## config.mk

```make
export PLATFORM = sky130hd
export DESIGN_NAME = button_debounce
export DESIGN_NICKNAME = d
export VERILOG_FILES = /design/src/rtl/button_debounce.sv
export SDC_FILE = /design/constraint.sdc
export NUM_CORES = 1
export LEC_CHECK = 0
export ABC_AREA = 0
export BUFFER_PORTS_ARGS = -buffer_cell sky130_fd_sc_hd__clkbuf_2
export CAP_MARGIN = 20
export CELL_PAD_IN_SITES_DETAIL_PLACEMENT = 2
export CELL_PAD_IN_SITES_GLOBAL_PLACEMENT = 2
export CORE_MARGIN = 2
export CORE_UTILIZATION = 38
export CTS_CLUSTER_DIAMETER = 120
export DETAILED_ROUTE_END_ITERATION = 12
export PLACE_DENSITY = 0.89
export RECOVER_POWER = 25
export SLEW_MARGIN = 25
export SYNTH_ARGS = -nofsm -noshare
export SYNTH_HDL_FRONTEND = slang
export SYNTH_SLANG_ARGS = --single-unit
```

## constraint.sdc

```tcl
create_clock -name clk -period 5.4 [get_ports clk]
set_clock_uncertainty 0.2 [all_clocks]
set_input_delay 1.08 -clock clk [delete_from_list [all_inputs] [get_ports clk]]
set_output_delay 1.08 -clock clk [all_outputs]
set_load 0.005 [all_outputs]
```

## src/rtl/button_debounce.sv

```systemverilog
// Debounces one raw push-button pin into a clean level, press/release strobes
// and a wrapping press counter. 2-FF synchronizer followed by a 4-state filter.
module button_debounce #(
    parameter int unsigned STABLE_CYCLES = 50000,
    parameter bit          ACTIVE_LOW    = 1'b1,
    parameter int unsigned COUNT_W       = 8
) (
    input  logic               clk,
    input  logic               rst,
    input  logic               button,
    output logic               btn_level,
    output logic               btn_press,
    output logic               btn_release,
    output logic [COUNT_W-1:0] press_count
);

    localparam int unsigned          CNT_W    = $clog2(STABLE_CYCLES + 1);
    localparam logic [CNT_W-1:0]     CNT_LAST = CNT_W'(STABLE_CYCLES - 1);

    typedef enum logic [1:0] {
        UP,
        DOWN_PEND,
        DOWN,
        UP_PEND
    } state_t;

    logic               sync1_q, sync1_d;
    logic               s_q, s_d;
    state_t             state_q, state_d;
    logic [CNT_W-1:0]   cnt_q, cnt_d;
    logic               level_q, level_d;
    logic               press_q, press_d;
    logic               release_q, release_d;
    logic [COUNT_W-1:0] count_q, count_d;
    logic               accept_press, accept_release;

    always_comb begin
        sync1_d        = button ^ ACTIVE_LOW;
        s_d            = sync1_q;
        state_d        = state_q;
        cnt_d          = cnt_q;
        accept_press   = 1'b0;
        accept_release = 1'b0;

        case (state_q)
            UP: begin
                cnt_d = '0;
                if (s_q) begin
                    if (STABLE_CYCLES == 1) begin
                        accept_press = 1'b1;
                        state_d      = DOWN;
                    end else begin
                        state_d = DOWN_PEND;
                        cnt_d   = CNT_W'(1);
                    end
                end
            end
            DOWN_PEND: begin
                if (!s_q) begin
                    state_d = UP;
                    cnt_d   = '0;
                end else if (cnt_q == CNT_LAST) begin
                    accept_press = 1'b1;
                    state_d      = DOWN;
                    cnt_d        = '0;
                end else begin
                    cnt_d = cnt_q + 1'b1;
                end
            end
            DOWN: begin
                cnt_d = '0;
                if (!s_q) begin
                    if (STABLE_CYCLES == 1) begin
                        accept_release = 1'b1;
                        state_d        = UP;
                    end else begin
                        state_d = UP_PEND;
                        cnt_d   = CNT_W'(1);
                    end
                end
            end
            UP_PEND: begin
                if (s_q) begin
                    state_d = DOWN;
                    cnt_d   = '0;
                end else if (cnt_q == CNT_LAST) begin
                    accept_release = 1'b1;
                    state_d        = UP;
                    cnt_d          = '0;
                end else begin
                    cnt_d = cnt_q + 1'b1;
                end
            end
            default: begin
                state_d = UP;
                cnt_d   = '0;
            end
        endcase

        // Level and strobes update on the same edge as the state transition.
        level_d   = accept_press ? 1'b1 : (accept_release ? 1'b0 : level_q);
        press_d   = accept_press;
        release_d = accept_release;
        count_d   = accept_press ? count_q + 1'b1 : count_q;
    end

    always_ff @(posedge clk) begin
        if (rst) begin
            sync1_q   <= 1'b0;
            s_q       <= 1'b0;
            state_q   <= UP;
            cnt_q     <= '0;
            level_q   <= 1'b0;
            press_q   <= 1'b0;
            release_q <= 1'b0;
            count_q   <= '0;
        end else begin
            sync1_q   <= sync1_d;
            s_q       <= s_d;
            state_q   <= state_d;
            cnt_q     <= cnt_d;
            level_q   <= level_d;
            press_q   <= press_d;
            release_q <= release_d;
            count_q   <= count_d;
        end
    end

    assign btn_level   = level_q;
    assign btn_press   = press_q;
    assign btn_release = release_q;
    assign press_count = count_q;

endmodule

```

==> out/metrics.csv, run 1 <==
metric,value,unit
Ant. Diodes,0,
hold-fix buffers at CTS,0,
Netlist cell types,30,
status,completed,
crit share post-route,47.36,%
Synth Area in Adders,1.823,%
post-DR vias/cell,5.423,
Reg area,620.6,um^2
worst reg2reg path endpoint,press_count[2],
DRT Wirelength,3.501,mm
final setup violation count,0,
"worst slack, placed",2780,ps
RSZ-0062 raised after global routing,false,
register area share after synthesis,45.21,%
routed length per placed instance,16.28,um
R2R Path Start,cnt_q[0],
simple-gate share of the synthesized area,30.26,%
vias in the first global route,1225,
area of the die,4109,um^2
DRC,0,
initial antenna violation count,0,
Core Area,3416,um^2
Critical Path AT,2620,ps
final core utilization,44.29,%
PwrDens,247.5,nW/um^2
GRT Util Overall,19.38,%
Worst Hold Depth,1,
Starting Density,40.18,%
Worst Setup Path Type,reg2reg,
H-tree Lvls,2,
max cap viols,0,
Hold Startpoint,s_d,
DPL Wire Length,2.600,mm
setup_tns,0,ps
Inserted Clock Buffers,5,
routed via count,1166,
CTS Root Cell,clkbuf_4,
chip width,64.10,um
VDD IR max,0.0001543,V
CTS max path bufs,2,
Worst Tran Pin Value,757.3,ps
Peak Freq,0.3911,GHz
Gate Count Post-Synth,153,
total global routing overflow,0,
critical-path maximum fanout,20,
global-route wire length before repair,5.982,mm
required time worst endpoint,5460,ps
Tmin final,2557,ps
area delta synth->final,10.21,%
Die Span Y,64.10,um
multiplexer area fraction after synthesis,0.7293,%
Final Hold Fails,0,
Mapped Area,1373,um^2
Hold Slack,277.6,ps
clk sink count,31,
Rows,21,
flop and latch count out of synthesis,31,
drt pass-1 iters,4,
layout cells sized above 1,12.43,%
Worst-path clk slew,100,ps
Resized Gates After CTS,0,
"Buf+Inv Stages, Crit Path",0,
Routability Congestion,0.8285,
hold endpoint,s_q,
# IOs,14,
Worst path max stage delay,730,ps
worst hold path type,reg2reg,
TritonCTS clock tree,yes,
largest net degree at the start of global routing,21,
syn avg cell area,8.971,um^2
Worst path top cell family by delay,simple AND/OR/NAND/NOR gates,
placed cell area,1469,um^2
main combinational cell family by area after synthesis,simple AND/OR/NAND/NOR gates,
internal reg-to-reg setup slack,2840,ps
Final nets,173,
fillcell total,391,
Final WS setup,2843,ps
max-slew violation count,0,
reg2reg path depth,5,
Synth Net Count,158,
Buffers on Ports,13,
DRT iter0 DRCs,44,
Lkg Pwr,0.4561,nW
"Clk Latency, worst-skew pair",340,ps
startpoint types,register,
final instance area,1513,um^2
compound-cell area share of the yosys netlist,8.660,%
DRT antenna net count,0,
"slowest stage cell, crit path",or4_1,
xor and xnor fraction of the mapped netlist area,8.933,%
footprint of the multi-input gates,685.7,um^2
worst relative slew slack,49.36,%
worst-path cell chain,"ha_1, and4_1, nand4_1, or4_1, a21oi_1",
YS warnings,0,
# Post-CTS Setup Buffers,0,
crit end category,register,
-- how the worst max path moves through the flow --
| stage | from | endpoint | slack (ps) | depth (start not counted) |
|---|---|---|---|---|
| 3_5_place_dp | rst | cnt_q[13] | 2780 | 4 |
| 2_1_floorplan | rst | cnt_q[10] | 3410 | 4 |
| 6_report | cnt_q[0] | press_count[2] | 2840 | 5 |
| 4_1_cts | rst | cnt_q[6] | 3050 | 4 |
| 3_3_place_gp | rst | cnt_q[15] | 2940 | 4 |
| 5_1_grt | cnt_q[0] | press_count[2] | 2600 | 5 |
-- worst register-to-register path: cells and delay by family (launching register included) --
family          cells  cell delay [ps]
simple gates        3             1530
fa+ha+maj           1              220
compound gates      1              160
flops               1              370
-- area by class of cell --
class	instances	share of cell area, %
multi-input combinational	108	45.33
sequential	31	41.03
timing repair buffer	13	4.053
tap	46	3.805
clock buffer	6	2.730
inverter	9	2.233
clock inverter	2	0.8271
-- cell usage in the layout (no fill, tap or decap), drive strengths merged --
| cell | synthesis | layout |
|---|---|---|
| ha | 2 | 2 |
| nor4b | 1 | 1 |
| clkbuf | 4 | 19 |
| and3 | 2 | 2 |
| nand4 | 8 | 8 |
| and4 | 1 | 1 |
| dfxtp | 31 | 31 |
| nand2b | 3 | 3 |
| o21ai | 3 | 3 |
| nand3 | 6 | 6 |
| or4 | 7 | 7 |
| clkinvlp | 0 | 1 |
| clkinv | 0 | 1 |
| a21boi | 1 | 1 |
| nor2b | 1 | 1 |
| xnor2 | 13 | 13 |
| a31oi | 1 | 1 |
| and4bb | 2 | 2 |
| nor4 | 6 | 6 |
| o31ai | 6 | 6 |
| or3 | 1 | 1 |
| nor2 | 21 | 21 |
| nand2 | 5 | 5 |
| nor3 | 3 | 3 |
| or2 | 1 | 1 |
| mux2i | 1 | 1 |
| a21oi | 9 | 9 |
| inv | 9 | 9 |
| and2 | 3 | 3 |
| xor2 | 1 | 1 |
-- layer usage --
| layer | vias up | part of all wire [%] | track usage, % |
|---|---|---|---|
| li1 | 576 | - | - |
| met1 | 572 | 44 | 22.00 |
| met2 | 12 | 52 | 34.51 |
| met3 | 6 | 2.3 | 4.754 |
| met4 | 0 | 1.9 | 7.979 |
| met5 | - | 0 | 0 |
-- logic make-up after synthesis --
kind of cell               Yosys count
AOI/OAI and AO/OA                   20
buffers and inverters               14
xor gates and xnor gates            14
muxes                                1
and+or+nand+nor                     71
adders and majority gates            2
DFF                                 31
-- synthesized netlist by cell type (all sizes together) --
cell	number	area, um^2
a21boi	1	7.510
nor4	6	37.54
o31ai	6	45.04
inv	9	33.78
clkbuf	4	15.01
o21ai	3	15.01
nand2	5	18.77
nor2b	1	6.260
or2	1	6.260
nand3	6	30.03
xor2	1	8.760
or4	7	52.55
xnor2	13	113.9
a21oi	9	45.04
ha	2	25.02
and4bb	2	25.02
mux2i	1	10.01
dfxtp	31	620.6
nand4	8	56.30
or3	1	6.260
and4	1	8.760
nand2b	3	18.77
buf	1	11.26
and2	3	18.77
nor2	21	78.83
and3	2	12.51
a31oi	1	6.260
nor3	3	15.01
nor4b	1	23.77
-- registers in the layout, indices dropped and copies added, names as in the netlist, named ones only --
name,flops
btn_level,1
btn_press,1
btn_release,1
cnt_q,16
press_count,8
s_d,1
s_q,1
state_q,1
-- report_power, final --
part	switching, mW	internal [mW]
Combinational	0.00492	0.00222
Sequential	0.00127	0.230
Clock	0.0855	0.0502
Total	0.0917	0.283
-- through the flow --
| step | power (mW) | instances |
|---|---|---|
| finish | 0.3745 | 215 |
| global route | 0.3883 | 215 |
| CTS | 0.3782 | 215 |
| detailed placement | 0.2441 | 207 |
| global placement | 0.2432 | 207 |
| floorplan | 0.2406 | 153 |
Note: power is estimated with default switching activity, not from simulation.
==> run 2, diff against run 1 <==
--- a/config.mk
+++ b/config.mk
@@ -11,10 +11,10 @@
 export CELL_PAD_IN_SITES_DETAIL_PLACEMENT = 2
 export CELL_PAD_IN_SITES_GLOBAL_PLACEMENT = 2
 export CORE_MARGIN = 2
-export CORE_UTILIZATION = 38
+export CORE_UTILIZATION = 31
 export CTS_CLUSTER_DIAMETER = 120
 export DETAILED_ROUTE_END_ITERATION = 12
-export PLACE_DENSITY = 0.89
+export PLACE_DENSITY = 0.79
 export RECOVER_POWER = 25
 export SLEW_MARGIN = 25
 export SYNTH_ARGS = -nofsm -noshare
==> constraint.sdc (replaced) <==
create_clock -name clk -period 2.25 [get_ports clk]
set_clock_uncertainty 0.2 [all_clocks]
set_input_delay 0.45 -clock clk [delete_from_list [all_inputs] [get_ports clk]]
set_output_delay 0.45 -clock clk [all_outputs]
set_load 0.005 [all_outputs]
==> out/metrics.csv, run 2 (synthesis results as in run 1) <==
metric,value,unit,change
status,completed,,
crit end category,register,,
required time worst endpoint,2260,ps,-3200 ps
Final WS setup,172.4,ps,-2670 ps
"worst slack, placed",77.72,ps,-2702 ps
largest net degree at the start of global routing,19,,-9.5%
internal reg-to-reg setup slack,170,ps,-2670 ps
DRC,0,,unchanged
fillcell total,499,,+28%
worst hold path type,in2reg,,
hold-fix buffers at CTS,0,,unchanged
H-tree Lvls,2,,unchanged
routed via count,1177,,+0.94%
Tmin final,2078,ps,-479.6 ps
CP startpoint,cnt_q[0],,
CTS max path bufs,2,,unchanged
most frequent cells in the layout,"dfxtp_1, nor2_1, xnor2_1, clkbuf_2",,
Worst Setup Path Type,reg2reg,,
post-DR vias/cell,5.208,,-4.0%
Largest Register,cnt_q,,
"Buf+Inv Stages, Crit Path",0,,unchanged
DRT iter0 DRCs,34,,-23%
footprint of the multi-input gates,700.7,um^2,+2.2%
Non-Filler Instances,226,,+5.1%
final setup violation count,0,,unchanged
routed length per placed instance,16.48,um,+1.2%
area of the die,4976,um^2,+21%
DRT antenna net count,0,,unchanged
Critical Path AT,2090,ps,-530 ps
Starting Density,31.74,%,-8.4 points
Worst path max stage delay,580,ps,-150 ps
placed cell area,1514,um^2,+3.1%
PwrDens,657.8,nW/um^2,+170%
chip width,70.54,um,+10%
Worst Tran Pin Value,697.1,ps,-60.25 ps
total global routing overflow,0,,unchanged
Final Hold Fails,0,,unchanged
Core Area,4324,um^2,+27%
Lkg Pwr,0.5218,nW,+14%
startpoint types,register,,
Routability Congestion,0.7807,,-5.8%
Hold Startpoint,button,,
DPL Wire Length,2.549,mm,-2.0%
initial antenna violation count,0,,unchanged
critical-path maximum fanout,14,,-30%
# IOs,14,,unchanged
vias in the first global route,1278,,+4.3%
Final nets,178,,+2.9%
layout cells sized above 1,15.52,%,+3.1 points
Inserted Clock Buffers,5,,unchanged
max reg flops,16,,unchanged
Rows,24,,+14%
TritonCTS clock tree,yes,,
VDD IR max,0.0003432,V,+120%
worst relative slew slack,53.53,%,+4.2 points
worst-path cell chain,"ha_1, and4_1, nand4_4, or4_1, a21oi_1",,
DRT Wirelength,3.725,mm,+6.4%
setup_tns,0,ps,unchanged
global-route wire length before repair,6.423,mm,+7.4%
worst reg2reg path endpoint,press_count[6],,
clk sink count,31,,unchanged
CTS Root Cell,clkbuf_8,,
Buffers on Ports,13,,unchanged
Reg area,620.6,um^2,unchanged
Ant. Diodes,0,,unchanged
hold endpoint,s_d,,
Worst-path clk slew,70,ps,-30 ps
# Post-CTS Setup Buffers,0,,unchanged
final core utilization,37.44,%,-6.8 points
Inst Count DP,218,,+5.3%
Worst Hold Depth,2,,+1
max-slew violation count,0,,unchanged
R2R Path Start,cnt_q[0],,
max cap viols,0,,unchanged
"Clk Latency, worst-skew pair",290,ps,-50 ps
RSZ-0062 raised after global routing,false,,
reg2reg path depth,5,,unchanged
Peak Freq,0.4813,GHz,+23%
"commonest non-fill, non-tap cell in the layout",dfxtp_1,,
Worst path top cell family by delay,simple AND/OR/NAND/NOR gates,,
GRT Util Overall,16.53,%,-2.9 points
drt pass-1 iters,4,,unchanged
final instance area,1619,um^2,+7.0%
crit share post-route,92.34,%,+45 points
Die Span Y,70.54,um,+10%
area delta synth->final,17.96,%,
"slowest stage cell, crit path",or4_1,,
[run 2: cell count changes in the layout (fill, tap and decap cells not counted)]
| cell | before | now |
|---|---|---|
| clkinvlp_4 | 1 | 0 |
| clkbuf_8 | 0 | 7 |
| clkinv_2 | 1 | 0 |
| and2_1 | 2 | 3 |
| clkbuf_4 | 5 | 0 |
| buf_4 | 0 | 5 |
| and2_0 | 1 | 0 |
| nand4_1 | 8 | 7 |
| nand4_4 | 0 | 1 |
[run 2: layer usage]
layer  global-route usage, %  vias up  wire length, um
met1                   20.69      572             1667
met3                   4.843        9              112
met4                   6.499        0               73
met2                   26.94       16             1871
met5                       0        -                0
li1                        -      580                -
[run 2: final cells by class]
cell class / instances / share of cell area, %
inverters: 9 / 2.087
repair buffers: 18 / 6.105
clock buffers: 8 / 6.182
well taps: 52 / 4.019
multi-input cells: 108 / 43.28
flip-flops and latches: 31 / 38.33
[run 2: worst max path at each step]
stage                                 to  slack [ps]  depth (start not counted)
after detailed placement  press_count[7]          80                          5
final                     press_count[6]         170                          5
after global routing      press_count[7]          40                          5
after CTS                 press_count[7]          60                          5
after global placement    press_count[7]         250                          5
after floorplan           press_count[4]         380                          6
[run 2: metrics by stage]
stage	power (mW)	hold slack, ps
floorplan	0.5774	213.8
global placement	0.5836	243.5
detailed placement	0.5854	240.6
CTS	1.080	108.2
global route	1.100	118.6
finish	1.065	111.5
[run 2: where the power goes]
part | internal (mW) | total (mW) | leakage [nW] | switching, mW
registers | 0.553 | 0.556 | 0.250 | 0.00279
clock network | 0.279 | 0.492 | 0.0515 | 0.213
logic | 0.00541 | 0.0167 | 0.220 | 0.0113
total | 0.837 | 1.06 | 0.522 | 0.227
[run 2: what timing repair did]
item,in CTS,in global routing
endpoints found under the hold margin,0,0
gates resized for setup,0,1
endpoints found under the setup margin,0,6
==> run 3, diff against run 2 <==
--- a/config.mk
+++ b/config.mk
@@ -16,6 +16,7 @@
 export DETAILED_ROUTE_END_ITERATION = 12
 export PLACE_DENSITY = 0.79
 export RECOVER_POWER = 25
+export REMOVE_ABC_BUFFERS = 1
 export SLEW_MARGIN = 25
 export SYNTH_ARGS = -nofsm -noshare
 export SYNTH_HDL_FRONTEND = slang
==> out/metrics.csv, run 3 (synthesis results as in run 1) <==
metric,value,unit,change
status,completed,,
DPL Wire Length,2.554,mm,+0.20%
Largest Register,cnt_q,,
Critical Path AT,2090,ps,about the same
Reg area,620.6,um^2,unchanged
Worst-path clk slew,70,ps,about the same
layout cells sized above 1,14.37,%,-1.1 points
required time worst endpoint,2260,ps,about the same
post-DR vias/cell,5.181,,-0.51%
Hold Startpoint,button,,
VDD IR max,0.0002256,V,-34%
RSZ-0062 raised after global routing,false,,
startpoint types,register,,
reg2reg path depth,5,,unchanged
PwrDens,630.5,nW/um^2,-4.1%
Die Span Y,70.54,um,unchanged
initial antenna violation count,0,,unchanged
Buffers on Ports,13,,unchanged
# Post-CTS Setup Buffers,0,,unchanged
worst relative slew slack,53.99,%,+0.46 points
# IOs,14,,unchanged
Worst Setup Path Type,reg2reg,,
Tmin final,2077,ps,-0.5060 ps
max-slew violation count,0,,unchanged
Starting Density,31.74,%,unchanged
Rows,24,,unchanged
worst reg2reg path endpoint,press_count[6],,
Lkg Pwr,0.5076,nW,-2.7%
GRT Util Overall,15.87,%,-0.66 points
final setup violation count,0,,unchanged
CTS Root Cell,clkbuf_8,,
max cap viols,0,,unchanged
critical-path maximum fanout,14,,unchanged
Routability Congestion,0.7232,,-7.4%
Inserted Clock Buffers,5,,unchanged
chip width,70.54,um,unchanged
DRT iter0 DRCs,27,,-21%
crit end category,register,,
Final Hold Fails,0,,unchanged
footprint of the multi-input gates,700.7,um^2,unchanged
global-route wire length before repair,6.216,mm,-3.2%
CTS max path bufs,2,,unchanged
worst hold path type,in2reg,,
routed length per placed instance,15.99,um,-3.0%
largest net degree at the start of global routing,19,,unchanged
Final nets,178,,unchanged
Core Area,4324,um^2,unchanged
final core utilization,36.98,%,-0.46 points
"commonest non-fill, non-tap cell in the layout",dfxtp_1,,
routed via count,1171,,-0.51%
TritonCTS clock tree,yes,,
area delta synth->final,16.50,%,
area of the die,4976,um^2,unchanged
Worst Hold Depth,2,,unchanged
Peak Freq,0.4815,GHz,about the same
most frequent cells in the layout,"dfxtp_1, nor2_1, xnor2_1, a21oi_1, inv_1",,
max reg flops,16,,unchanged
drt pass-1 iters,3,,-1
clk sink count,31,,unchanged
R2R Path Start,cnt_q[0],,
H-tree Lvls,2,,unchanged
DRT antenna net count,0,,unchanged
internal reg-to-reg setup slack,170,ps,about the same
crit share post-route,92.31,%,about the same
Ant. Diodes,0,,unchanged
Worst Tran Pin Value,690.1,ps,-6.935 ps
vias in the first global route,1264,,-1.1%
setup_tns,0,ps,unchanged
DRT Wirelength,3.613,mm,-3.0%
"Clk Latency, worst-skew pair",290,ps,about the same
fillcell total,490,,-1.8%
hold endpoint,s_d,,
DRC,0,,unchanged
total global routing overflow,0,,unchanged
[run 3: worst max-delay path by stage]
stage | start | end | cells after the start
6_report | cnt_q[0] | press_count[6] | 5
4_1_cts | cnt_q[0] | press_count[4] | 5
2_1_floorplan | cnt_q[0] | press_count[7] | 5
5_1_grt | cnt_q[0] | press_count[6] | 5
3_3_place_gp | cnt_q[0] | press_count[4] | 5
3_5_place_dp | cnt_q[0] | press_count[6] | 5
[run 3: through the flow]
| stage | hold WS [ps] | power [mW] | instance area, um^2 | worst slack (ps) | cells |
|---|---|---|---|---|---|
| 2_1_floorplan | 213.8 | 0.5748 | 1346 | 262.8 | 148 |
| 3_3_place_gp | 240.8 | 0.5843 | 1514 | 223.5 | 218 |
| 3_5_place_dp | 256.4 | 0.5855 | 1514 | 129.6 | 218 |
| 4_1_cts | 119.9 | 1.017 | 1598 | 98.90 | 226 |
| 5_1_grt | 120.9 | 1.051 | 1599 | 16.30 | 226 |
| 6_report | 121.8 | 1.008 | 1599 | 173.0 | 226 |
[run 3: report_power, final]
group	total [mW]	internal, mW	switching (mW)	leakage (nW)
Clock	0.436	0.212	0.224	0.0477
Sequential	0.556	0.553	0.00325	0.250
Combinational	0.0166	0.00540	0.0112	0.210
Total	1.01	0.770	0.238	0.508
[run 3: routing by layer]
layer	global-route usage, %	vias to the layer above	part of all wire (%)
li1	-	585	-
met1	18.74	572	44
met2	27.36	9	52
met3	3.704	5	2.2
met4	7.338	0	1.9
met5	0	-	0
[run 3: cell type report]
cell class / count / area share (%)
Clock inverter: 3 / 0.9390
Multi-Input combinational cell: 108 / 43.82
Timing Repair Buffer: 18 / 5.947
Tap cell: 52 / 4.069
Sequential cell: 31 / 38.81
Clock buffer: 5 / 4.304
Inverter: 9 / 2.113
[run 3: repair_timing]
action | 4_1_cts | 5_1_grt
setup endpoints to repair | 0 | 5
hold buffers | 0 | 0
resized for setup | 0 | 1
[run 3: worst max-delay path, stage by stage, from the launching register on]
cell	delay [ps]
dfxtp_1	360
ha_1	230
and4_1	270
nand4_4	220
or4_1	560
a21oi_1	160
